## src/rtl/miner_pkg.sv

```systemverilog
// Shared types and widths for the nonce dispatcher and its nonce counter.
package miner_pkg;

  localparam int HEADER_W = 640;
  localparam int NONCE_W  = 32;

  // Dispatcher job states
  typedef enum logic [2:0] {
    ST_IDLE,
    ST_LOAD,
    ST_RUN,
    ST_FOUND,
    ST_EXHAUSTED
  } state_t;

endpackage

```

## src/rtl/nonce_counter.sv

```systemverilog
// Nonce and attempt tracking for one mining job. Loads the first nonce,
// advances by NONCE_STEP on each step (silent 2^32 wrap) and flags when
// the current attempt is the last one allowed.
module nonce_counter
  import miner_pkg::*;
#(
  parameter logic [NONCE_W-1:0] NONCE_STEP   = 32'd1,
  parameter logic [NONCE_W-1:0] MAX_ATTEMPTS = 32'hFFFFFFFF
) (
  input  logic               clock,
  input  logic               reset,
  input  logic               i_load,
  input  logic               i_step,
  input  logic [NONCE_W-1:0] i_base,
  output logic [NONCE_W-1:0] o_nonce,
  output logic               o_terminal
);

  logic [NONCE_W-1:0] r_nonce;
  logic [NONCE_W-1:0] r_count;
  logic [NONCE_W:0]   w_countNext;

  // Extra bit keeps the compare exact even at the largest attempt limit
  assign w_countNext = {1'b0, r_count} + {{NONCE_W{1'b0}}, 1'b1};
  assign o_terminal  = (w_countNext >= {1'b0, MAX_ATTEMPTS});
  assign o_nonce     = r_nonce;

  // Nonce and attempt count: load restarts both, step advances both
  always_ff @(posedge clock or negedge reset) begin
    if (!reset) begin
      r_nonce <= '0;
      r_count <= '0;
    end else if (i_load) begin
      r_nonce <= i_base;
      r_count <= '0;
    end else if (i_step) begin
      r_nonce <= r_nonce + NONCE_STEP;
      r_count <= w_countNext[NONCE_W-1:0];
    end
  end

endmodule

```

## src/rtl/nonce_dispatcher.sv

```systemverilog
// Job controller feeding a SHA-256 miner: latches a header template, walks
// nonces until the miner reports a hit or the attempt limit is reached.
// Optional feature: define HASH_COUNT_EN to add the hash_count output.
module nonce_dispatcher
  import miner_pkg::*;
#(
  parameter logic [NONCE_W-1:0] NONCE_STEP   = 32'd1,
  parameter logic [NONCE_W-1:0] MAX_ATTEMPTS = 32'hFFFFFFFF
) (
  input  logic                clock,
  input  logic                reset,
  input  logic                start,
  input  logic [HEADER_W-1:0] header_in,
  input  logic [NONCE_W-1:0]  nonce_base,
  input  logic                abort,
  input  logic                hash_done,
  input  logic                hash_success,
  output logic [HEADER_W-1:0] block_header,
  output logic [NONCE_W-1:0]  nonce,
  output logic                miner_reset,
  output logic                busy,
  output logic                found,
  output logic [NONCE_W-1:0]  found_nonce,
  output logic                exhausted
`ifdef HASH_COUNT_EN
  ,
  output logic [NONCE_W-1:0]  hash_count
`endif
);

  state_t              r_state;
  logic [HEADER_W-1:0] r_blockHeader;
  logic [NONCE_W-1:0]  r_foundNonce;
  logic                r_minerReset;
  logic                r_busy;
  logic                r_found;
  logic                r_exhausted;

  logic                w_startOk;
  logic                w_hashFail;
  logic                w_step;
  logic                w_terminal;
  logic [NONCE_W-1:0]  w_nonce;

  // A new job is only accepted when no job is in flight
  assign w_startOk  = start && ((r_state == ST_IDLE) || (r_state == ST_FOUND) ||
                                (r_state == ST_EXHAUSTED));
  assign w_hashFail = (r_state == ST_RUN) && !abort && hash_done && !hash_success;
  assign w_step     = w_hashFail && !w_terminal;

  nonce_counter #(
    .NONCE_STEP  (NONCE_STEP),
    .MAX_ATTEMPTS(MAX_ATTEMPTS)
  ) u_nonceCounter (
    .clock     (clock),
    .reset     (reset),
    .i_load    (w_startOk),
    .i_step    (w_step),
    .i_base    (nonce_base),
    .o_nonce   (w_nonce),
    .o_terminal(w_terminal)
  );

  // Job FSM with registered status outputs; abort outranks any hash result
  always_ff @(posedge clock or negedge reset) begin
    if (!reset) begin
      r_state       <= ST_IDLE;
      r_blockHeader <= '0;
      r_foundNonce  <= '0;
      r_minerReset  <= 1'b0;
      r_busy        <= 1'b0;
      r_found       <= 1'b0;
      r_exhausted   <= 1'b0;
    end else begin
      r_minerReset <= 1'b0;
      case (r_state)
        ST_IDLE, ST_FOUND, ST_EXHAUSTED: begin
          if (start) begin
            r_state       <= ST_LOAD;
            r_blockHeader <= header_in;
            r_foundNonce  <= '0;
            r_minerReset  <= 1'b1;
            r_busy        <= 1'b1;
            r_found       <= 1'b0;
            r_exhausted   <= 1'b0;
          end
        end
        ST_LOAD: begin
          if (abort) begin
            r_state <= ST_IDLE;
            r_busy  <= 1'b0;
          end else begin
            r_state <= ST_RUN;
          end
        end
        ST_RUN: begin
          if (abort) begin
            r_state <= ST_IDLE;
            r_busy  <= 1'b0;
          end else if (hash_done) begin
            if (hash_success) begin
              r_state      <= ST_FOUND;
              r_foundNonce <= w_nonce;
              r_busy       <= 1'b0;
              r_found      <= 1'b1;
            end else if (w_terminal) begin
              r_state     <= ST_EXHAUSTED;
              r_busy      <= 1'b0;
              r_exhausted <= 1'b1;
            end else begin
              r_minerReset <= 1'b1;
            end
          end
        end
        default: begin
          r_state <= ST_IDLE;
          r_busy  <= 1'b0;
        end
      endcase
    end
  end

`ifdef HASH_COUNT_EN
  logic [NONCE_W-1:0] r_hashCount;

  // Saturating count of miner completions seen while running
  always_ff @(posedge clock or negedge reset) begin
    if (!reset) begin
      r_hashCount <= '0;
    end else if (w_startOk) begin
      r_hashCount <= '0;
    end else if ((r_state == ST_RUN) && hash_done && !abort && (r_hashCount != '1)) begin
      r_hashCount <= r_hashCount + 1'b1;
    end
  end

  assign hash_count = r_hashCount;
`endif

  assign block_header = r_blockHeader;
  assign nonce        = w_nonce;
  assign miner_reset  = r_minerReset;
  assign busy         = r_busy;
  assign found        = r_found;
  assign found_nonce  = r_foundNonce;
  assign exhausted    = r_exhausted;

endmodule

```

## config.mk

```make
export PLATFORM = sky130hd
export DESIGN_NAME = nonce_dispatcher
export DESIGN_NICKNAME = d
export VERILOG_FILES = /design/src/rtl/miner_pkg.sv /design/src/rtl/nonce_counter.sv /design/src/rtl/nonce_dispatcher.sv
export SDC_FILE = /design/constraint.sdc
export NUM_CORES = 2
export LEC_CHECK = 0
export ABC_CLOCK_PERIOD_IN_PS = 4200
export CORE_AREA = 2 2 548 550
export DETAILED_ROUTE_END_ITERATION = 10
export DIE_AREA = 0 0 550 552
export DONT_BUFFER_PORTS = 1
export PLACE_DENSITY = 0.3
export REMOVE_ABC_BUFFERS = 1
export SYNTH_ARGS = -nofsm -noshare
export SYNTH_HDL_FRONTEND = slang
export SYNTH_SLANG_ARGS = --single-unit
```

## constraint.sdc

```tcl
create_clock -name clock -period 4.2 [get_ports clock]
set_input_delay 0.84 -clock clock [delete_from_list [all_inputs] [get_ports clock]]
set_output_delay 0.84 -clock clock [all_outputs]
set_load 0.1 [all_outputs]
```

### Yosys cells after proc, flatten, opt, wreduce, memory -nomap -nowiden

Index checks and enable logic that the tools add are counted.
Widths: inputs -> output; s select.

| word-level totals | value |
|---|---|
| bits in registers | 743 |
| bits in latches | 0 |
| RAM bits | 0 |
| ROM bits | 0 |
| input port bits | 678 |
| output and inout bits | 708 |
| logic and storage cells | 83 |
| memories | 0 |

| operators by class | value |
|---|---|
| $add $sub $neg | 2 |
| multipliers | 0 |
| div/mod/pow operators | 0 |
| magnitude comparators | 1 |
| equal/unequal tests | 13 |
| shifts and indexed selects | 0 |
| mux-type cells | 39 |
| bitwise gates (word level) | 0 |
| reductions and logical operators | 19 |

Operators by type and width:

| operator | count |
|---|---|
| $mux 32 | 8 |
| $pmux 32 s2 | 1 |
| $add 32x1->33 const B | 1 |
| $ge 33x32->1 const B | 1 |
| $add 32x1->32 const B | 1 |
| $mux 1 | 19 |
| $mux 3 | 5 |
| $ne 2x2->1 const B | 7 |
| $pmux 3 s3 | 1 |
| $eq 3x2->1 const B | 2 |
| $pmux 1 s2 | 3 |
| $reduce_and 6->1 | 1 |
| $logic_and 1x1->1 | 5 |
| $reduce_and 5->1 | 1 |
| $ne 4x4->1 const B | 1 |
| $reduce_and 4->1 | 1 |
| $reduce_bool 2->1 | 2 |
| $eq 3x1->1 const B | 1 |
| $eq 3x3->1 const B | 1 |
| $logic_not 1->1 | 3 |
| $logic_not 3->1 | 1 |
| $ne 3x3->1 const B | 1 |
| $pmux 1 s3 | 1 |
| $reduce_and 3->1 | 1 |
| other kinds (4) | 5 |

### Longest topological paths before layout

| depth | value |
|---|---|
| word-level depth | 7 |
| gate-level depth with buffers | 12 |
| gate-level depth less buffers | 11 |

### Hierarchy

From an unflattened synthesis, not the netlist that was laid out.

| unflattened totals | value |
|---|---|
| cell total of the unflattened synthesis | 1961 |
| area, all modules | 32301.0 um^2 |

Modules (own cells, without submodules):

| module | times used | cells an instance | area each (um^2) | seq. area each (um^2) |
|---|---|---|---|---|
| nonce_dispatcher | 1 | 1533 | 28572.4 | 16991.3 |
| nonce_counter | 1 | 428 | 3728.6 | 1601.5 |

### Least setup slack after synthesis

OpenSTA, ideal clock, no wires.

| path | value |
|---|---|
| path type | register to register |
| start point | register u_nonceCounter.r_count[0] |
| end point | register u_nonceCounter.r_count[10] |
| setup time | 83 ps |
| data arrival time | 3046 ps |
| required time | 4117 ps |
| path slack | 1072 ps |
| stages on the path, launching flop included | 11 |
| buffers on the path | 2 |
| clock period less this slack | 3128 ps |
| cells stage by stage | dfrtp_1 nand2_2 or4_4 buf_6 or4_4 a22oi_2 nand4_4 o211ai_4 clkbuf_2 mux2_2 o21ai_0 |

| on the way | value |
|---|---|
| word-level cells in the longest chain between the ends | 5 |
| elaborated cells on any way between the ends | 7 |
| classes of those cells | 1 x add/sub; 1 x order compare; 2 x mux; 3 x reduce/logical |

RTL lines:

| item | line | RTL |
|---|---|---|
| start: declaration | nonce_counter.sv:20 | `logic [NONCE_W-1:0] r_count;` |
| start signal: assignment | nonce_counter.sv:38 | `r_count <= w_countNext[NONCE_W-1:0];` |
| $add 32x1->33 (*) | nonce_counter.sv:24 | `assign w_countNext = {1'b0, r_count} + {{NONCE_W{1'b0}}, 1'b1};` |
| $ge 33x32->1 | nonce_counter.sv:25 | `assign o_terminal = (w_countNext >= {1'b0, MAX_ATTEMPTS});` |
| $logic_not 1->1 | nonce_dispatcher.sv:49 | `assign w_step = w_hashFail && !w_terminal;` |
| $logic_and 1x1->1 | nonce_dispatcher.sv:49 |  |
| $reduce_bool 2->1 (no line) | -- |  |

Mark *: on every way between the ends. The rest lies on a longest branch, timed or not. The select of a mux whose other input is x is not followed.
A chain may end at the register's enable or synchronous reset.

### Final worst setup path

| path | value |
|---|---|
| start point | register u_nonceCounter.r_count[0] |
| end point | register u_nonceCounter.r_count[29] |

The elaborated chain is that of the path after synthesis.

==> out/qor_table.md <==
| Step | Metric | This run |
| --- | --- | --- |
| placed design | Count of input and output buffers | 0 |
| clock network | Buffer cell driving the clock tree root | sky130_fd_sc_hd__clkbuf_16 |
| synthesis | Seq/Total Area, Yosys | 62.31% |
| placed design | Detail Placement HPWL | 159.9 mm |
| timing | Tcrit/Tclk final | 89.11% |
| detailed routing | Routed via count | 24940 |
| timing | Highest clock rate | 267.2 MHz |
| clock network | Worst-Skew Late Latency | 0.81 ns |
| clock network | CTS Buffer Depth | 4 |
| timing | Clk_skew | 0.02712 ns |
| grt | Overall fraction of global-route tracks in use | 12.65% |
| timing | Final critical path time including I/O delays and setup | 3.743 ns |
| grt | Total grt overflow | 0 |
| layout | Number of filler instances in the final layout | 34140 |
| timing | Transition time of the tightest slew-check pin | 1.199 ns |
| detailed routing | Via density | 3.307 |
| synthesis | Post-synthesis instance area | 29840 um^2 |
| synthesis | Synthesized instance count | 3432 |
| floorplanning | Y dimension of the die | 552 um |
| synthesis | Number of enable flip-flop cells after synthesis | 0 |
| critical path | Element type at the critical path end | register |
| timing | Number of setup violations in the final report | 0 |
| synthesis | Mean cell area of the mapped netlist | 8.695 um^2 |
| synthesis | Seq cells post-synth | 743 |
| floorplanning | Die W | 550 um |
| layout | Most used cells in the layout excluding fill and tap cells | 2028 x sky130_fd_sc_hd__nand2_1, 741 x sky130_fd_sc_hd__dfrtp_1, 108 x sky130_fd_sc_hd__clkbuf_16, 96 x sky130_fd_sc_hd__buf_4 |
| grt | Vias in the first global route | 25010 |
| job | Number of max-cap violations | 0 |
| synthesis | Library cells used by synthesis | 63 |
| detailed routing | First-pass iteration count of the detailed router | 5 |
| timing | RSZ-0062 raised after global routing | no |
| run status | Status | finished, final reports clean |
| clock network | Clock Sink Count | 743 |
| floorplanning | Area of the die | 303600 um^2 |
| timing | Endpoints failing hold | 0 |
| detailed routing | WL final | 199.4 mm |
| detailed routing | Starting DRC count in detailed routing | 2003 |
| critical path | Required time at the endpoint of the critical path | 4.88 ns |
| critical path | Critical Path Fanout Max | 33 |
| grt | Number of antenna violations at the first check in global routing | 135 |
| detailed routing | Post-route ant nets | 0 |
| floorplanning | Std cell rows | 201 |
| critical path | Data arrival time at the worst-slack endpoint | 4.42 ns |
| detailed routing | Drc violations | 0 |
| clock network | Clock transition at path regs | 0.06 ns |
| hold path | Path type of the worst min-delay path | in -> async |
| placed design | Final estimated routing congestion in global placement | 0.9158 |
| grt | Global-route wire length before repair | 256.7 mm |
| critical path | WS Path Type | reg -> reg |
| layout | Commonest non-fill, non-tap cell in the layout | sky130_fd_sc_hd__nand2_1 |
| grt | Maximum number of pins on one net before global-route repair | 744 |
| timing | Final slew viol count | 0 |
| synthesis | Share of flip-flops with an asynchronous set or reset after synthesis | 100.0% |
| synthesis | Count of synthesis-stage warnings from yosys | 0 |
| synthesis | Most common flop cell mapped by yosys | sky130_fd_sc_hd__dfrtp_1 |
| clock network | Number of H-tree levels | 3 |
| timing | Total Neg Setup Slack | 0 ns |
| layout | Total Nets Final | 4148 |
| layout | Fraction of final layout cells sized beyond drive strength 1 | 9.035% |
| critical path | Sort of element at the start of the critical path | register |
| clock network | TritonCTS clock tree | built |
| floorplanning | I/O pin count | 1386 |
| floorplanning | Effective utilization at floorplan | 10.00% |
| floorplanning | CORE AREA | 298300 um^2 |
| clock network | Buffers inserted during post-CTS setup optimization | 0 |
| detailed routing | DR WL/cell | 26.44 um |
| layout | Post-synthesis to final-layout area growth | 30.75% |
| timing | Relative max-transition margin | 20.05% |
| clock network | Post_cts resized | 0 |
| clock network | Number of buffers created by CTS | 108 |
==> flip-flops by register name, indices dropped and copies added (netlist names) <==
name / count
exhausted: 1
busy: 1
found: 1
miner_reset: 1
found_nonce: 32
r_state: 3
block_header: 640
u_nonceCounter.o_nonce: 32
u_nonceCounter.r_count: 32
==> synthesized netlist by cell type, drive strengths merged (11+ instances only) <==
cell type	n	area share, %
or4	18	0.48
or3	23	0.48
a21oi	23	0.39
buf	21	0.55
a31oi	31	0.65
inv	16	0.20
o21ai	42	0.70
and3	14	0.29
nand2	2029	26
nand4	31	0.70
nor3	27	0.47
nand3	62	1.1
dfrtp	743	62
nor2	63	0.82
a21o	11	0.28
clkbuf	173	2.2
o31ai	12	0.30
==> critical path, cell delays in order (launching register included) <==
cell                       delay (ns)
sky130_fd_sc_hd__dfrtp_1         0.52
sky130_fd_sc_hd__ha_1            0.38
sky130_fd_sc_hd__nand4_1         0.21
sky130_fd_sc_hd__or3_1           0.46
sky130_fd_sc_hd__or3_1           0.43
sky130_fd_sc_hd__a22oi_2         0.23
sky130_fd_sc_hd__nand4_4         0.17
sky130_fd_sc_hd__o211ai_4        0.60
sky130_fd_sc_hd__buf_12          0.27
sky130_fd_sc_hd__nor3_2          0.06
sky130_fd_sc_hd__a211o_1         0.27
==> path summary, 6_finish.rpt <==
check / start / endpoint / slack (ns) / depth (start not counted)
min reg2reg: block_header[434] / block_header[434] / 0.49 / 2
min in group clock: header_in[175] / block_header[175] / 0.12 / 2
max in group asynchronous: reset / block_header[519] / 1.50 / 3
min: reset / u_nonceCounter.o_nonce[6] / 0.05 / 1
max: u_nonceCounter.r_count[0] / u_nonceCounter.r_count[29] / 0.46 / 10
max reg2reg: u_nonceCounter.r_count[0] / u_nonceCounter.r_count[29] / 0.46 / 10
==> layer usage <==
metal	global-route usage (%)	wire (um)
met2	21.67	97150
met4	4.423	6845
met5	0	345
met3	6.654	26040
met1	13.07	69050
==> cells by family after synthesis <==
family                   Yosys count  share of synthesized area (%)
AND/OR/NAND/NOR                 2309                          30.81
flip-flops                       743                          62.31
buffers and inverters            210                          2.931
AO/OA/AOI/OAI                    157                          3.518
XOR/XNOR                           8                         0.2348
adder cells (fa/ha/maj)            4                         0.1677
multiplexers                       1                        0.03773
==> per-stage QoR <==
stage	area, um^2	utilization (%)	setup WS, ns	hold slack (ns)	instances
after floorplan	29030	-	-33.25	0.4893	3238
after global placement	35060	11.75	0.4394	0.4810	7308
after detailed placement	35060	11.75	0.4045	0.4795	7308
after CTS	38790	13.01	0.3757	-0.3447	7505
after global routing	38960	13.06	0.07424	0.03792	7521
final	39020	13.08	0.4572	0.05118	7542
==> cell type report <==
class / count / area, um^2 / area share, %
diodes: 31 / 77.57 / 0.1988
clock buffers: 143 / 3024 / 7.751
clock inverters: 54 / 708.2 / 1.815
inverters: 16 / 60.06 / 0.1539
multi-input cells: 2479 / 10410 / 26.68
flip-flops and latches: 743 / 18600 / 47.66
well taps: 3958 / 4952 / 12.69
repair buffers: 118 / 1189 / 3.046
Power is not shown: default switching activity piles up to over one toggle a cycle in this logic, so the estimate is an artifact.
